### src/rtl/ram_port_arbiter_if.sv
// Client request/response and byte-wide RAM bus bundle for ram_port_arbiter.
// slave: the arbiter's view; master: the client/RAM side (testbench or core).
interface ram_port_arbiter_if #(
    parameter int NUM_CH = 3,
    parameter int ADDR_W = 32,
    parameter int DATA_W = 32
);
    logic                     flush;
    logic                     io_full;
    logic [NUM_CH-1:0]        req_valid;
    logic [NUM_CH-1:0]        req_ready;
    logic [NUM_CH-1:0]        req_write;
    logic [3*NUM_CH-1:0]      req_size;
    logic [ADDR_W*NUM_CH-1:0] req_addr;
    logic [DATA_W*NUM_CH-1:0] req_wdata;
    logic [NUM_CH-1:0]        rsp_valid;
    logic [DATA_W-1:0]        rsp_rdata;
    logic [ADDR_W-1:0]        ram_addr;
    logic [7:0]               ram_dout;
    logic                     ram_wr;
    logic [7:0]               ram_din;

    modport slave (
        input  flush, io_full, req_valid, req_write, req_size, req_addr, req_wdata, ram_din,
        output req_ready, rsp_valid, rsp_rdata, ram_addr, ram_dout, ram_wr
    );

    modport master (
        output flush, io_full, req_valid, req_write, req_size, req_addr, req_wdata, ram_din,
        input  req_ready, rsp_valid, rsp_rdata, ram_addr, ram_dout, ram_wr
    );
endinterface

### src/rtl/ram_port_arbiter.sv
// Byte-serial RAM access controller and arbiter for NUM_CH client channels.
// Each channel has a one-entry slot; accesses of 1..DATA_W/8 bytes are split into
// single-byte RAM cycles (ISSUE drives the byte, WAIT covers the RAM read latency).
// Optional feature macro RAM_ARB_RR_EN: round-robin grant instead of fixed priority.
//
//  state    | meaning
//  ---------+------------------------------------------------------------
//  ST_IDLE  | bus idle, grant the next eligible slot
//  ST_ISSUE | current byte address/data on the RAM bus
//  ST_WAIT  | bus parked at 0; read byte arrives and is captured on exit
//  ST_DONE  | all bytes done; response pulse issued on exit
module ram_port_arbiter #(
    parameter int                NUM_CH     = 3,
    parameter int                ADDR_W     = 32,
    parameter int                DATA_W     = 32,
    parameter logic [NUM_CH-1:0] FLUSH_MASK = 3'b011,
    parameter int                IO_HI      = 17,
    parameter int                IO_LO      = 16
) (
    input  logic              clk,
    input  logic              rst,
    ram_port_arbiter_if.slave bus
);
    localparam int NB     = DATA_W / 8;
    localparam int BYTE_W = (NB > 1) ? $clog2(NB) : 1;
    localparam int CH_W   = (NUM_CH > 1) ? $clog2(NUM_CH) : 1;

    typedef enum logic [1:0] {ST_IDLE, ST_ISSUE, ST_WAIT, ST_DONE} state_t;

    state_t              state_q, state_d;
    logic [NUM_CH-1:0]   full_q, full_d;
    logic [NUM_CH-1:0]   s_write_q, s_write_d;
    logic [2:0]          s_size_q  [NUM_CH];
    logic [2:0]          s_size_d  [NUM_CH];
    logic [ADDR_W-1:0]   s_addr_q  [NUM_CH];
    logic [ADDR_W-1:0]   s_addr_d  [NUM_CH];
    logic [DATA_W-1:0]   s_wdata_q [NUM_CH];
    logic [DATA_W-1:0]   s_wdata_d [NUM_CH];
    logic [CH_W-1:0]     act_ch_q, act_ch_d;
    logic                act_write_q, act_write_d;
    logic                act_io_q, act_io_d;
    logic [ADDR_W-1:0]   act_addr_q, act_addr_d;
    logic [BYTE_W-1:0]   act_last_q, act_last_d;
    logic [BYTE_W-1:0]   cnt_q, cnt_d;
    logic [DATA_W-1:0]   act_wdata_q, act_wdata_d;
    logic [DATA_W-1:0]   act_rdata_q, act_rdata_d;
    logic [ADDR_W-1:0]   ram_addr_q, ram_addr_d;
    logic [7:0]          ram_dout_q, ram_dout_d;
    logic                ram_wr_q, ram_wr_d;
    logic [NUM_CH-1:0]   rsp_valid_q, rsp_valid_d;
    logic [DATA_W-1:0]   rsp_rdata_q, rsp_rdata_d;
    logic [NUM_CH-1:0]   s_io, req_io, elig;
    logic                gnt_found;
    logic [CH_W-1:0]     gnt_ch;
    logic                kill;
`ifdef RAM_ARB_RR_EN
    logic [CH_W-1:0]     last_q, last_d;
`endif

    // IO-region decode of held and incoming requests, and grant eligibility
    always_comb begin
        s_io   = '0;
        req_io = '0;
        elig   = '0;
        for (int c = 0; c < NUM_CH; c++) begin
            s_io[c]   = &s_addr_q[c][IO_HI:IO_LO];
            req_io[c] = &bus.req_addr[c*ADDR_W+IO_LO +: IO_HI-IO_LO+1];
            elig[c]   = full_q[c] & ~(s_write_q[c] & s_io[c] & bus.io_full);
        end
    end

    // Grant selection; blocked IO writes are skipped rather than stalling the search
    always_comb begin
        int idx;
        idx       = 0;
        gnt_found = 1'b0;
        gnt_ch    = '0;
`ifdef RAM_ARB_RR_EN
        for (int i = 0; i < NUM_CH; i++) begin
            idx = (int'(last_q) + 1 + i) % NUM_CH;
            if (!gnt_found && elig[idx]) begin
                gnt_found = 1'b1;
                gnt_ch    = CH_W'(idx);
            end
        end
`else
        for (int c = NUM_CH - 1; c >= 0; c--) begin
            if (elig[c]) begin
                gnt_found = 1'b1;
                gnt_ch    = CH_W'(c);
            end
        end
`endif
    end

    // Slot bookkeeping, access sequencing and flush handling
    always_comb begin
        full_d      = full_q;
        s_write_d   = s_write_q;
        s_size_d    = s_size_q;
        s_addr_d    = s_addr_q;
        s_wdata_d   = s_wdata_q;
        state_d     = state_q;
        act_ch_d    = act_ch_q;
        act_write_d = act_write_q;
        act_io_d    = act_io_q;
        act_addr_d  = act_addr_q;
        act_last_d  = act_last_q;
        cnt_d       = cnt_q;
        act_wdata_d = act_wdata_q;
        act_rdata_d = act_rdata_q;
        ram_addr_d  = ram_addr_q;
        ram_dout_d  = ram_dout_q;
        ram_wr_d    = ram_wr_q;
        rsp_valid_d = '0;
        rsp_rdata_d = rsp_rdata_q;
`ifdef RAM_ARB_RR_EN
        last_d      = last_q;
`endif
        kill = bus.flush && FLUSH_MASK[act_ch_q] && !act_write_q && !act_io_q;

        for (int c = 0; c < NUM_CH; c++) begin
            if (bus.flush && FLUSH_MASK[c] && full_q[c] && !s_write_q[c] && !s_io[c])
                full_d[c] = 1'b0;
            if (bus.req_valid[c] && !full_q[c] &&
                !(bus.flush && FLUSH_MASK[c] && !bus.req_write[c] && !req_io[c])) begin
                full_d[c]    = 1'b1;
                s_write_d[c] = bus.req_write[c];
                s_size_d[c]  = bus.req_size[c*3 +: 3];
                s_addr_d[c]  = bus.req_addr[c*ADDR_W +: ADDR_W];
                s_wdata_d[c] = bus.req_wdata[c*DATA_W +: DATA_W];
            end
        end

        case (state_q)
            ST_IDLE: begin
                if (!bus.flush && gnt_found) begin
                    full_d[gnt_ch] = 1'b0;
                    act_ch_d       = gnt_ch;
                    act_write_d    = s_write_q[gnt_ch];
                    act_io_d       = s_io[gnt_ch];
                    act_addr_d     = s_addr_q[gnt_ch];
                    act_last_d     = BYTE_W'((4'd1 << s_size_q[gnt_ch]) - 4'd1);
                    cnt_d          = '0;
                    act_wdata_d    = s_wdata_q[gnt_ch];
                    act_rdata_d    = '0;
                    ram_addr_d     = s_addr_q[gnt_ch];
                    ram_wr_d       = s_write_q[gnt_ch];
                    ram_dout_d     = s_write_q[gnt_ch] ? s_wdata_q[gnt_ch][7:0] : 8'h00;
                    state_d        = ST_ISSUE;
`ifdef RAM_ARB_RR_EN
                    last_d         = gnt_ch;
`endif
                end
            end
            ST_ISSUE: begin
                ram_addr_d = '0;
                ram_wr_d   = 1'b0;
                ram_dout_d = 8'h00;
                state_d    = ST_WAIT;
            end
            ST_WAIT: begin
                if (!act_write_q)
                    act_rdata_d[{cnt_q, 3'b000} +: 8] = bus.ram_din;
                if (cnt_q == act_last_q) begin
                    state_d = ST_DONE;
                end else begin
                    cnt_d       = cnt_q + 1'b1;
                    act_addr_d  = act_addr_q + 1'b1;
                    act_wdata_d = act_wdata_q >> 8;
                    ram_addr_d  = act_addr_q + 1'b1;
                    ram_wr_d    = act_write_q;
                    ram_dout_d  = act_write_q ? act_wdata_d[7:0] : 8'h00;
                    state_d     = ST_ISSUE;
                end
            end
            ST_DONE: begin
                rsp_valid_d[act_ch_q] = 1'b1;
                if (!act_write_q)
                    rsp_rdata_d = act_rdata_q;
                state_d = ST_IDLE;
            end
            default: state_d = ST_IDLE;
        endcase

        // Rolled-back reads have no architectural effect, so they are dropped mid-flight
        if (state_q != ST_IDLE && kill) begin
            state_d     = ST_IDLE;
            ram_addr_d  = '0;
            ram_wr_d    = 1'b0;
            ram_dout_d  = 8'h00;
            rsp_valid_d = '0;
            rsp_rdata_d = rsp_rdata_q;
        end
    end

    // State and datapath registers, synchronous reset
    always_ff @(posedge clk) begin
        if (rst) begin
            state_q     <= ST_IDLE;
            full_q      <= '0;
            act_ch_q    <= '0;
            act_write_q <= 1'b0;
            act_io_q    <= 1'b0;
            act_addr_q  <= '0;
            act_last_q  <= '0;
            cnt_q       <= '0;
            act_wdata_q <= '0;
            act_rdata_q <= '0;
            ram_addr_q  <= '0;
            ram_dout_q  <= 8'h00;
            ram_wr_q    <= 1'b0;
            rsp_valid_q <= '0;
            rsp_rdata_q <= '0;
`ifdef RAM_ARB_RR_EN
            last_q      <= CH_W'(NUM_CH - 1);
`endif
        end else begin
            state_q     <= state_d;
            full_q      <= full_d;
            act_ch_q    <= act_ch_d;
            act_write_q <= act_write_d;
            act_io_q    <= act_io_d;
            act_addr_q  <= act_addr_d;
            act_last_q  <= act_last_d;
            cnt_q       <= cnt_d;
            act_wdata_q <= act_wdata_d;
            act_rdata_q <= act_rdata_d;
            ram_addr_q  <= ram_addr_d;
            ram_dout_q  <= ram_dout_d;
            ram_wr_q    <= ram_wr_d;
            rsp_valid_q <= rsp_valid_d;
            rsp_rdata_q <= rsp_rdata_d;
`ifdef RAM_ARB_RR_EN
            last_q      <= last_d;
`endif
        end
    end

    // Slot payload registers; contents are don't-care while the slot is empty
    always_ff @(posedge clk) begin
        s_write_q <= s_write_d;
        s_size_q  <= s_size_d;
        s_addr_q  <= s_addr_d;
        s_wdata_q <= s_wdata_d;
    end

    assign bus.req_ready = ~full_q;
    assign bus.rsp_valid = rsp_valid_q;
    assign bus.rsp_rdata = rsp_rdata_q;
    assign bus.ram_addr  = ram_addr_q;
    assign bus.ram_dout  = ram_dout_q;
    assign bus.ram_wr    = ram_wr_q;
endmodule

### src/flat_wrapper.sv
// flat-port wrapper written by rule: the top's interface ports become plain ports
module ram_port_arbiter_flat 
#(
    parameter int                NUM_CH     = 3,
    parameter int                ADDR_W     = 32,
    parameter int                DATA_W     = 32,
    parameter logic [NUM_CH-1:0] FLUSH_MASK = 3'b011,
    parameter int                IO_HI      = 17,
    parameter int                IO_LO      = 16
)
  (clk, rst, bus_flush, bus_io_full, bus_req_valid, bus_req_write, bus_req_size, bus_req_addr, bus_req_wdata, bus_ram_din, bus_req_ready, bus_rsp_valid, bus_rsp_rdata, bus_ram_addr, bus_ram_dout, bus_ram_wr);
  ram_port_arbiter_if #(.NUM_CH(NUM_CH), .ADDR_W(ADDR_W), .DATA_W(DATA_W)) bus_i ();
  input  logic clk;
  input  logic rst;
  input wire logic [$bits(bus_i.flush)-1:0] bus_flush;
  input wire logic [$bits(bus_i.io_full)-1:0] bus_io_full;
  input wire logic [$bits(bus_i.req_valid)-1:0] bus_req_valid;
  input wire logic [$bits(bus_i.req_write)-1:0] bus_req_write;
  input wire logic [$bits(bus_i.req_size)-1:0] bus_req_size;
  input wire logic [$bits(bus_i.req_addr)-1:0] bus_req_addr;
  input wire logic [$bits(bus_i.req_wdata)-1:0] bus_req_wdata;
  input wire logic [$bits(bus_i.ram_din)-1:0] bus_ram_din;
  output wire logic [$bits(bus_i.req_ready)-1:0] bus_req_ready;
  output wire logic [$bits(bus_i.rsp_valid)-1:0] bus_rsp_valid;
  output wire logic [$bits(bus_i.rsp_rdata)-1:0] bus_rsp_rdata;
  output wire logic [$bits(bus_i.ram_addr)-1:0] bus_ram_addr;
  output wire logic [$bits(bus_i.ram_dout)-1:0] bus_ram_dout;
  output wire logic [$bits(bus_i.ram_wr)-1:0] bus_ram_wr;
  assign bus_i.flush = bus_flush;
  assign bus_i.io_full = bus_io_full;
  assign bus_i.req_valid = bus_req_valid;
  assign bus_i.req_write = bus_req_write;
  assign bus_i.req_size = bus_req_size;
  assign bus_i.req_addr = bus_req_addr;
  assign bus_i.req_wdata = bus_req_wdata;
  assign bus_i.ram_din = bus_ram_din;
  assign bus_req_ready = bus_i.req_ready;
  assign bus_rsp_valid = bus_i.rsp_valid;
  assign bus_rsp_rdata = bus_i.rsp_rdata;
  assign bus_ram_addr = bus_i.ram_addr;
  assign bus_ram_dout = bus_i.ram_dout;
  assign bus_ram_wr = bus_i.ram_wr;
  ram_port_arbiter #(.NUM_CH(NUM_CH), .ADDR_W(ADDR_W), .DATA_W(DATA_W), .FLUSH_MASK(FLUSH_MASK), .IO_HI(IO_HI), .IO_LO(IO_LO)) u_core (.clk(clk), .rst(rst), .bus(bus_i));
endmodule
### config.mk
export PLATFORM = sky130hd
export DESIGN_NAME = ram_port_arbiter_flat
export DESIGN_NICKNAME = d
export VERILOG_FILES = /design/src/rtl/ram_port_arbiter_if.sv /design/src/rtl/ram_port_arbiter.sv /design/src/flat_wrapper.sv
export SDC_FILE = /design/constraint.sdc
export NUM_CORES = 1
export LEC_CHECK = 0
export BUFFER_PORTS_ARGS = -buffer_cell sky130_fd_sc_hd__buf_2
export CORE_MARGIN = 2
export CORE_UTILIZATION = 60
export CTS_BUF_LIST = sky130_fd_sc_hd__clkbuf_8
export CTS_CLUSTER_SIZE = 10
export DETAILED_ROUTE_END_ITERATION = 8
export PLACE_DENSITY_LB_ADDON = 0.2
export SLEW_MARGIN = 20
export SYNTH_ARGS = -nofsm -noshare
export SYNTH_HDL_FRONTEND = slang
export SYNTH_SLANG_ARGS = --single-unit
### constraint.sdc
create_clock -name clk -period 21.5 [get_ports clk]
set_clock_uncertainty 0.15 [all_clocks]
set_input_delay 3.225 -clock clk [delete_from_list [all_inputs] [get_ports clk]]
set_output_delay 3.225 -clock clk [all_outputs]
set_load 0.02 [all_outputs]
==> out/qor.txt, run 1 <==
worst reg2reg endpoint -> u_core.bus.ram_addr[27]
I/O pins -> 298
pwr/cell area -> 110.1 nW/um^2
vias in the first global route -> 12478
Cell Rows -> 59
Critical Path Source -> bus_io_full
Mapped Cells -> 1402
post-DP HPWL -> 29660 um
Syn Nets -> 1629
Final Hold Fails -> 0
Post-synth top cells -> edfxtp_1, dfxtp_1, nand2_1, a21oi_1, nand3_1
Worst R2R Path Depth -> 8
Final Slew Violations -> 0
clock tree sinks -> 381
register area share after synthesis -> 61.70%
switching share of power -> 34.45%
RR Startpoint -> u_core.state_q[0]
die area -> 27430 um^2
unrepaired setup endpoints after global routing -> no
Post-Route WL -> 43600 um
Seq pwr share -> 45.7%
Worst Setup Path Type -> in2reg
Initial Util -> 60.66%
Syn Std Cell Area -> 15670 um^2
CTS tree -> built
clk root buf -> clkbuf_8
Die W -> 165.6 um
kind of end point of the critical path -> flop
largest net degree at the start of global routing -> 89
Mean Syn Cell Area -> 11.18 um^2
Port-buffer cells -> 297
most common cell in the netlist -> edfxtp_1
Clk pwr share -> 28.6%
max capacitance violation total -> 0
Seq cells post-synth -> 381
crit-path max FO -> 48
global route overflow -> 0
vias -> 12590
setup violators final -> 0
CP Data Required Time -> 21.82 ns
ys flop type -> edfxtp_1
first-pass GRT wire length -> 68080 um
Int Pwr -> 0.001333 W
Initial DRT Pass Iterations -> 6
reg2reg setup slack -> 17.97 ns
P&R area growth vs syn -> 17.83%
Reg clk slew, reported paths -> 0.06 ns
HP Class -> reg2reg
initial antenna violation count -> 6
status -> finished, final reports clean
Synth area leaders -> edfxtp_1, dfxtp_1, a21oi_1
Distinct cells, synth -> 85
final RePlAce weighted congestion -> 0.9355
LEAKAGE -> 7.040 nW
fin crit period -> 5.472 ns
Hold Buf Count CTS -> 0
area share of the largest cell type after synthesis -> 39.09%
setup TNS -> 0 ns
Critical Path Start Type -> input pin
NetSw -> 0.0007004 W
final net count -> 1902
Slew headroom -> 28.73%
CP Data Arrival Time -> 5.79 ns
worst setup path endpoint -> u_core.act_addr_q[16]
Syn. warnings -> 0
core box area -> 25840 um^2
CTS max path bufs -> 3
fin crit share -> 25.45%
ys async rst share -> 0%
leading area contributor after synthesis -> edfxtp_1
Num CTS Buffers -> 59
hold path startpoint -> u_core.bus.rsp_rdata[22]
DR vias/cell -> 6.112
Tot GR Track Use -> 31.12%
Design Power -> 0.002033 W
mean routed wirelength per cell -> 21.16 um
VDD IR-drop max -> 0.06376 mV
EDFF count, synth -> 204
Post-CTS Resized -> 0
setup repair bufs after CTS -> 0
Worst Tran Pin Value -> 1.067 ns
H-tree depth -> 2
Final Util -> 71.47%
Final ANT Viol Nets -> 0
Die Y -> 165.6 um
first-iteration detailed-routing DRC count -> 1186
Residual DRC -> 0
fill count -> 1913
Gate power share -> 25.7%
max frequency -> 0.1827 GHz
layout cells sized above 1 -> 25.58%
clk_lat worst skew -> 0.60 ns
cell type report:
class / instances / area [um^2] / area share (%)
multi-input cells: 893 / 5508 / 29.83
inverters: 26 / 97.59 / 0.5285
diodes: 1 / 2.502 / 0.01355
clock buffers: 71 / 977.2 / 5.292
flip-flops and latches: 381 / 9669 / 52.36
clock inverters: 39 / 176.4 / 0.9553
well taps: 335 / 419.2 / 2.270
repair buffers: 314 / 1617 / 8.754
worst max-delay path: stages:
cell and delay, ns:
buf_2 0.14, nand4_1 0.14, nand2_2 0.07, buf_4 0.30, a21boi_2 0.80, nand2_1 0.54
or3_1 0.45, o311ai_0 0.11
sequential cells by signal (all words and copies together), names as in the netlist:
name and cells:
u_core.act_ch_q 2, u_core.full_q 3, u_core.bus.ram_wr 1, u_core.act_last_q 2
u_core.bus.rsp_valid 3, u_core.bus.ram_dout 8, u_core.act_rdata_q 32, u_core.act_io_q 1
u_core.state_q 2, u_core.act_addr_q 32, u_core.bus.ram_addr 32, u_core.act_wdata_q 24
u_core.act_write_q 1, u_core.bus.rsp_rdata 32, u_core.s_wdata_q 96, u_core.s_write_q 3
u_core.cnt_q 2, u_core.s_size_q 9, u_core.s_addr_q 96
layer usage:
metal / track usage, % / part of all wire, %
met2: 50.86 / 48
met4: 12.40 / 3.4
met3: 5.998 / 8.1
met5: 0 / 0.053
met1: 41.33 / 41
how the worst min path moves through the flow:
stage               cells after the start                        to
floorplan                               2    u_core.act_wdata_q[24]
global placement                        2    u_core.act_wdata_q[25]
detailed placement                      2    u_core.act_wdata_q[25]
CTS                                     2    u_core.act_wdata_q[24]
global route                            2  u_core.bus.rsp_rdata[19]
finish                                  2  u_core.bus.rsp_rdata[22]
kinds of logic after synthesis:
| kind of cell | share of synthesized area [%] |
|---|---|
| and+or+nand+nor | 12.84 |
| xor gates and xnor gates | 1.565 |
| adders and majority gates | 0.6387 |
| AOI/OAI and AO/OA | 19.07 |
| muxes | 0.5828 |
| buffers and inverters | 3.608 |
| DFF | 61.70 |
power by group through the flow:
stage                     Clock, W  Sequential [W]  Combinational (W)
after detailed placement         0        0.000942           0.000516
after floorplan                  0        0.000960           0.000328
after CTS                 0.000588        0.000928           0.000518
after global placement           0        0.000939           0.000507
after global routing      0.000621        0.000937           0.000564
final                     0.000581        0.000930           0.000523
through the flow:
stage | instances | setup WS [ns] | hold slack (ns) | instance area, um^2
global placement | 1949 | 15.62 | 0.2806 | 17300
global route | 2060 | 15.93 | 0.3201 | 18470
CTS | 2059 | 16.14 | 0.2971 | 18460
finish | 2060 | 16.03 | 0.3012 | 18470
floorplan | 1402 | 12.27 | 0.2663 | 15670
detailed placement | 1949 | 15.50 | 0.2872 | 17300
layout by cell type, fill, tap and decap left out, types with 20 or more instances in the layout:
| cell | instances |
|---|---|
| o211ai_1 | 21 |
| inv_1 | 45 |
| clkbuf_8 | 71 |
| edfxtp_1 | 204 |
| nor3_1 | 20 |
| o21ai_0 | 61 |
| nand3_1 | 70 |
| o22ai_1 | 37 |
| dfxtp_1 | 177 |
| buf_2 | 296 |
| nand2_1 | 151 |
| nor2_1 | 59 |
| a21oi_1 | 151 |
| nand2b_1 | 24 |
Note: power is estimated with default switching activity, not from simulation.
==> run 2: changes to the inputs <==
--- a/config.mk
+++ b/config.mk
@@ -7,7 +7,7 @@
 export LEC_CHECK = 0
 export BUFFER_PORTS_ARGS = -buffer_cell sky130_fd_sc_hd__buf_2
 export CORE_MARGIN = 2
-export CORE_UTILIZATION = 60
+export CORE_UTILIZATION = 57
 export CTS_BUF_LIST = sky130_fd_sc_hd__clkbuf_8
 export CTS_CLUSTER_SIZE = 10
 export DETAILED_ROUTE_END_ITERATION = 8
==> constraint.sdc (replaced) <==
create_clock -name clk -period 5.7 [get_ports clk]
set_clock_uncertainty 0.15 [all_clocks]
set_input_delay 0.855 -clock clk [delete_from_list [all_inputs] [get_ports clk]]
set_output_delay 0.855 -clock clk [all_outputs]
set_load 0.02 [all_outputs]
==> run 2 against run 1 <==
Compared with the run above:
- first-iteration DRC count is 22% higher
- clock power grew to 3.8 times the previous value
- final cell count is 0.78% higher
- combinational power grew to 3.8 times the previous value
- critical endpoint is now u_core.bus.ram_addr[22]
- sequential power grew to 3.8 times the previous value
- critical path depth is 3 lower
- highest routed layer unchanged
- total power grew to 3.8 times the previous value
==> out/qor.txt, run 2 (same netlist as run 1, synthesis figures left out) <==
DP Area -> 17350 um^2 (+0.26%)
Gate power share -> 25.9% (+0.2 points)
Initial Util -> 58.15% (-2.5 points)
clk root buf -> clkbuf_8
first-iteration detailed-routing DRC count -> 1452 (+22%)
die area -> 28840 um^2 (+5.1%)
global route overflow -> 0 (unchanged)
Critical Path Start Type -> flop
CP Data Arrival Time -> 3.51 ns (-2.28 ns)
commonest non-fill, non-tap cell in the layout -> buf_2
CP Cell Sequence -> inv_1, o22ai_4, o21a_1, nand2b_1, a311o_1
final instance area -> 18520 um^2 (+0.28%)
Worst Setup Path Type -> reg2reg
status -> finished, final reports clean
VDD IR-drop max -> 0.2120 mV (+230%)
kind of end point of the critical path -> flop
max incr delay on CP -> 0.66 ns (-0.14 ns)
Tot GR Track Use -> 30.67% (-0.45 points)
WHS -> 0.2620 ns (-0.03925 ns)
worst reg2reg endpoint -> u_core.bus.ram_addr[22]
most frequent cells in the layout -> buf_2, edfxtp_1, dfxtp_1
max frequency -> 0.3169 GHz
biggest regs -> u_core.s_addr_q (96), u_core.s_wdata_q (96)
crit-path max FO -> 19 (-60%)
Worst R2R Path Depth -> 5 (-3)
unrepaired setup endpoints after global routing -> no
met2 WL -> 21460 um (+3.4%)
Final Hold Fails -> 0 (unchanged)
Hold Buf Count CTS -> 0 (unchanged)
RR Startpoint -> u_core.full_q[1]
fin crit period -> 3.155 ns
vias in the first global route -> 12405 (-0.59%)
Port-buffer cells -> 297 (unchanged)
M1 wire length -> 17390 um (-2.3%)
CP delay by family, top -> compound AO/OA/AOI/OAI gates
post-DP HPWL -> 30460 um (+2.7%)
Num CTS Buffers -> 59 (unchanged)
setup repair bufs after CTS -> 0 (unchanged)
switching share of power -> 34.59% (+0.14 points)
core box area -> 26950 um^2 (+4.3%)
layout cells sized above 1 -> 25.64% (+0.057 points)
Residual DRC -> 0 (unchanged)
final net count -> 1906 (+0.21%)
Initial DRT Pass Iterations -> 5 (-1)
met3 WL -> 4029 um (+14%)
top layer in use -> met5
H-tree depth -> 2 (unchanged)
Final ANT Viol Nets -> 0 (unchanged)
HP Class -> in2reg
clock tree sinks -> 381 (unchanged)
first-pass GRT wire length -> 68030 um (about the same)
fin crit share -> 55.36%
Die W -> 169.8 um (+2.5%)
initial antenna violation count -> 10 (+4)
Worst Tran Pin Value -> 1.106 ns (+0.03931 ns)
Reg clk slew, reported paths -> 0.06 ns (about the same)
P&R area growth vs syn -> 18.15%
max capacitance violation total -> 0 (unchanged)
vias -> 12646 (+0.44%)
Cell Rows -> 60 (+1.7%)
Placed Cells -> 1959 (+0.51%)
WP depth -> 5 (-3)
CP max-delay cell -> nand2b_1
Design Power -> 0.007674 W (+280%)
mean routed wirelength per cell -> 21.45 um (+1.4%)
Slew headroom -> 26.10% (-2.6 points)
clk_lat worst skew -> 0.62 ns (+0.02 ns)
fin cells -> 2076 (+0.78%)
CP Data Required Time -> 6.05 ns (-15.77 ns)
setup violators final -> 0 (unchanged)
Final Slew Violations -> 0 (unchanged)
Post-Route WL -> 44540 um (+2.2%)
Int Pwr -> 0.005019 W (+280%)
CTS max path bufs -> 3 (unchanged)
hold path startpoint -> bus_req_addr[56]
worst setup path endpoint -> u_core.bus.ram_addr[22]
LEAKAGE -> 7.063 nW (+0.33%)
reg2reg setup slack -> 2.54 ns (-15.43 ns)
Post-CTS Resized -> 0 (unchanged)
Clk pwr share -> 28.4% (-0.2 points)
Critical Path Source -> u_core.full_q[1]
final RePlAce weighted congestion -> 0.9442 (+0.93%)
CTS tree -> built
pwr/cell area -> 414.4 nW/um^2 (+280%)
worst path buffer plus inverter count -> 1 (-1)
Die Y -> 169.8 um (+2.5%)
largest net degree at the start of global routing -> 93 (+4.5%)
I/O pins -> 298 (unchanged)
setup TNS -> 0 ns (unchanged)
NetSw -> 0.002655 W (+280%)
Seq pwr share -> 45.7% (about the same)
DR vias/cell -> 6.092 (-0.33%)
run 2: metrics by stage:
stage	setup slack [ns]	utilization, %
global placement	2.257	64.37
CTS	2.636	68.62
finish	2.545	68.71
global route	2.362	68.70
detailed placement	2.258	64.37
floorplan	1.207	-
run 2: worst min path at each step:
stage	endpoint	slack, ns	cells past startpoint
6_report	u_core.s_addr_q[56]	0.26	1
5_1_grt	u_core.s_addr_q[25]	0.24	1
4_1_cts	u_core.s_size_q[3]	0.24	1
3_5_place_dp	u_core.act_wdata_q[24]	0.29	2
3_3_place_gp	u_core.act_wdata_q[28]	0.28	2
2_1_floorplan	u_core.act_wdata_q[24]	0.27	2
run 2: power groups by stage:
| stage | clock [W] | combinational (W) | sequential [W] |
|---|---|---|---|
| after detailed placement | 0 | 0.00196 | 0.00355 |
| after global routing | 0.00232 | 0.00215 | 0.00353 |
| after CTS | 0.00220 | 0.00197 | 0.00350 |
| after global placement | 0 | 0.00192 | 0.00354 |
| final | 0.00218 | 0.00199 | 0.00351 |
| after floorplan | 0 | 0.00124 | 0.00361 |
run 2: worst register-to-register path: stages (launching register included):
cell and delay (ns):
dfxtp_1 0.62, inv_1 0.29, o22ai_4 0.28, o21a_1 0.50, nand2b_1 0.66, a311o_1 0.56
run 2: cell type report:
class / instances / area, um^2
Sequential cell: 381 / 9669
Fill cell: 2061 / 8433
Multi-Input combinational cell: 893 / 5515
Timing Repair Buffer: 318 / 1647
Clock buffer: 70 / 963.4
Tap cell: 341 / 426.7
Clock inverter: 40 / 181.4
Inverter: 26 / 97.59
Antenna cell: 7 / 17.52
run 2: metal layers:
metal | GRT usage [%] | up-vias
met4 | 14.31 | 6
met3 | 6.837 | 112
met2 | 50.42 | 647
li1 | - | 5882
met1 | 38.91 | 5999
met5 | 0 | -
==> run 3: changes to the inputs <==
--- a/config.mk
+++ b/config.mk
@@ -5,9 +5,10 @@
 export SDC_FILE = /design/constraint.sdc
 export NUM_CORES = 1
 export LEC_CHECK = 0
+export ABC_AREA = 1
 export BUFFER_PORTS_ARGS = -buffer_cell sky130_fd_sc_hd__buf_2
 export CORE_MARGIN = 2
-export CORE_UTILIZATION = 57
+export CORE_UTILIZATION = 53
 export CTS_BUF_LIST = sky130_fd_sc_hd__clkbuf_8
 export CTS_CLUSTER_SIZE = 10
 export DETAILED_ROUTE_END_ITERATION = 8
==> constraint.sdc (replaced) <==
create_clock -name clk -period 2.8 [get_ports clk]
set_clock_uncertainty 0.15 [all_clocks]
set_input_delay 0.42 -clock clk [delete_from_list [all_inputs] [get_ports clk]]
set_output_delay 0.42 -clock clk [all_outputs]
set_load 0.02 [all_outputs]
==> run 3 against run 2 <==
Compared with the run above:
- critical path depth increased by 5
- critical endpoint is now u_core.act_addr_q[29]
- largest power group unchanged
- first-iteration DRC count increased by 24%
- final cell count increased by 46%
==> out/qor.txt, run 3 <==
status -> finished, final reports clean
crit-path max FO -> 24 (+5)
Mapped Cells -> 2088 (+49%)
Sequential Area -> 9669 um^2 (unchanged)
layout cells sized above 1 -> 16.79% (-8.8 points)
core box area -> 31560 um^2 (+17%)
Die Y -> 183.1 um (+7.8%)
max capacitance violation total -> 0 (unchanged)
Distinct cells, synth -> 40 (-53%)
Seq cells post-synth -> 381 (unchanged)
Reg clk slew, reported paths -> 0.06 ns (about the same)
leading area contributor after synthesis -> edfxtp_1
Residual DRC -> 0 (unchanged)
Clk pwr share -> 24.5% (-3.9 points)
CTS max path bufs -> 3 (unchanged)
met3 WL -> 5396 um (+34%)
area share of the largest cell type after synthesis -> 36.03% (-3.1 points)
mean routed wirelength per cell -> 17.90 um (-17%)
I/O pins -> 298 (unchanged)
first-iteration detailed-routing DRC count -> 1799 (+24%)
Gate power share -> 34.1% (+8.2 points)
Syn. warnings -> 0 (unchanged)
Worst Setup Path Type -> reg2reg
biggest regs -> u_core.s_addr_q (96), u_core.s_wdata_q (96)
WHS -> 0.05294 ns (-0.2090 ns)
Design Power -> 0.01763 W (+130%)
HP Class -> in2reg
Worst R2R Path Depth -> 10 (+5)
clk root buf -> clkbuf_8
VDD IR-drop max -> 0.5345 mV (+150%)
Initial DRT Pass Iterations -> 6 (+1)
Critical Path Start Type -> flop
DR vias/cell -> 5.356 (-12%)
most frequent cells in the layout -> nand2_1, buf_2, nor2_1
Worst Tran Pin Value -> 0.8050 ns (-0.3009 ns)
ys flop type -> edfxtp_1
Cell Rows -> 65 (+8.3%)
Seq pwr share -> 41.4% (-4.3 points)
Final Hold Fails -> 0 (unchanged)
reg2reg setup slack -> 0.28 ns (-2.26 ns)
CP Data Arrival Time -> 2.88 ns (-0.63 ns)
unrepaired setup endpoints after global routing -> no
fill count -> 2460 (+19%)
CTS tree -> built
Initial Util -> 53.88% (-4.3 points)
commonest non-fill, non-tap cell in the layout -> nand2_1
Mean Syn Cell Area -> 8.143 um^2 (-27%)
Post-synth top cells -> nand2_1, nor2_1, nand3_1, edfxtp_1
ys async rst share -> 0% (unchanged)
post-DP HPWL -> 33730 um (+11%)
vias -> 16256 (+29%)
NetSw -> 0.006811 W (+160%)
CP Cell Sequence -> inv_1, ha_2, inv_1, buf_4, o21ai_2, nand2_4, inv_2, nand3_1, nand2_1, inv_1
most frequent CP cell -> inv_1
Num CTS Buffers -> 58 (-1.7%)
top layer in use -> met4
switching share of power -> 38.63% (+4.0 points)
global route overflow -> 0 (unchanged)
fin cells -> 3035 (+46%)
clock tree sinks -> 381 (unchanged)
CP Data Required Time -> 3.16 ns (-2.89 ns)
LEAKAGE -> 9.833 nW (+39%)
most common cell in the netlist -> nand2_1
vias in the first global route -> 15594 (+26%)
Final Slew Violations -> 0 (unchanged)
pwr/cell area -> 799.0 nW/um^2 (+93%)
Post-Route WL -> 54340 um (+22%)
die area -> 33530 um^2 (+16%)
Placed Cells -> 2719 (+39%)
final RePlAce weighted congestion -> 0.9318 (-1.3%)
Syn Nets -> 2315 (+42%)
Syn Std Cell Area -> 17000 um^2 (+8.5%)
area occupied by multi-input gates -> 6195 um^2 (+12%)
final net count -> 2810 (+47%)
M1 wire length -> 21570 um (+24%)
clk_lat worst skew -> 0.63 ns (about the same)
Synth area leaders -> edfxtp_1, dfxtp_1, nand2_1
EDFF count, synth -> 204 (unchanged)
worst reg2reg endpoint -> u_core.act_addr_q[29]
Tot GR Track Use -> 32.24% (+1.6 points)
Final ANT Viol Nets -> 0 (unchanged)
Critical Path Source -> u_core.state_q[0]
largest net degree at the start of global routing -> 82 (-12%)
Int Pwr -> 0.01082 W (+120%)
Slew headroom -> 46.28% (+20 points)
setup violators final -> 0 (unchanged)
met2 WL -> 25770 um (+20%)
fin crit share -> 89.88% (+35 points)
P&R area growth vs syn -> 29.80%
Die W -> 183.1 um (+7.8%)
RR Startpoint -> u_core.state_q[0]
worst setup path endpoint -> u_core.act_addr_q[29]
CP max-delay cell -> inv_2
kind of end point of the critical path -> flop
register area share after synthesis -> 56.87% (-4.8 points)
H-tree depth -> 2 (unchanged)
max frequency -> 0.3973 GHz (+25%)
max incr delay on CP -> 0.39 ns (-0.27 ns)
Port-buffer cells -> 297 (unchanged)
fin crit period -> 2.517 ns (-0.6388 ns)
initial antenna violation count -> 0 (-10)
first-pass GRT wire length -> 84410 um (+24%)
==> run 3: changes by cell type in the layout (fill, tap and decap cells not counted), sizes merged, moves of 24 or more <==
cell         before  now
nand2           154  651
dlygate4sd3       0  206
o22ai            38    0
nand2b           24    0
a21oi           153  114
nand3            73  212
nor2             66  294
inv              50  209
==> run 3: repair_timing <==
item                                    4_1_cts  5_1_grt
gates resized for setup                       0        1
hold buffers                                206        0
endpoints found under the setup margin        0       32
endpoints found under the hold margin       213        0
buffers inserted                              0        0
==> run 3: how the worst min path moves through the flow <==
stage                                       from  slack (ns)  cells past startpoint                       end
final                             bus_ram_din[0]        0.05                      5     u_core.act_rdata_q[0]
after global routing              bus_ram_din[5]        0.07                      5     u_core.act_rdata_q[5]
after CTS                         bus_ram_din[7]        0.03                      5     u_core.act_rdata_q[7]
after detailed placement  u_core.act_rdata_q[10]        0.30                      2  u_core.bus.rsp_rdata[10]
after global placement    u_core.act_rdata_q[24]        0.30                      2  u_core.bus.rsp_rdata[24]
after floorplan           u_core.act_rdata_q[10]        0.28                      2  u_core.bus.rsp_rdata[10]
==> run 3: kinds of logic after synthesis <==
family	synth area share, %
and+or+nand+nor	29.33
DFF	56.87
buffers and inverters	7.042
AOI/OAI and AO/OA	6.123
adders and majority gates	0.5887
xor gates and xnor gates	0.05152
==> run 3: per-layer routing <==
metal / GRT usage [%] / up-vias
li1: - / 7756
met1: 42.78 / 7445
met2: 53.05 / 930
met3: 6.593 / 125
met4: 10.91 / 0
met5: 0 / -
==> run 3: per-stage QoR <==
stage	area [um^2]	setup TNS, ns	utilization (%)	setup slack, ns
floorplan	17030	-12.10	-	-0.1773
global placement	18930	0	59.99	0.2351
detailed placement	18930	0	59.99	0.05813
CTS	22060	0	69.92	0.01963
global route	22070	0	69.93	0.08311
finish	22070	0	69.94	0.2833
==> run 3: critical path, delay by kind of cell, from the launching register on <==
kind / cells / cell delay (ns)
flip-flops: 1 / 0.33
AO/OA/AOI/OAI: 1 / 0.26
AND/OR/NAND/NOR: 3 / 0.39
buffers and inverters: 5 / 0.92
adder cells (fa/ha/maj): 1 / 0.35
==> run 3: power by group through the flow <==
stage / registers (W) / logic (W) / clock network, W
4_1_cts: 0.00728 / 0.00591 / 0.00428
3_3_place_gp: 0.00736 / 0.00554 / 0
5_1_grt: 0.00739 / 0.00664 / 0.00458
2_1_floorplan: 0.00771 / 0.00349 / 0
3_5_place_dp: 0.00739 / 0.00566 / 0
6_report: 0.00731 / 0.00601 / 0.00431
==> run 3: final cells by class <==
type	instances	share of cell area (%)
Clock inverter	45	0.8674
Inverter	184	3.146
Antenna cell	1	0.01134
Multi-Input combinational cell	1417	28.07
Sequential cell	381	43.81
Tap cell	402	2.279
Timing Repair Buffer	541	17.82
Clock buffer	64	3.991
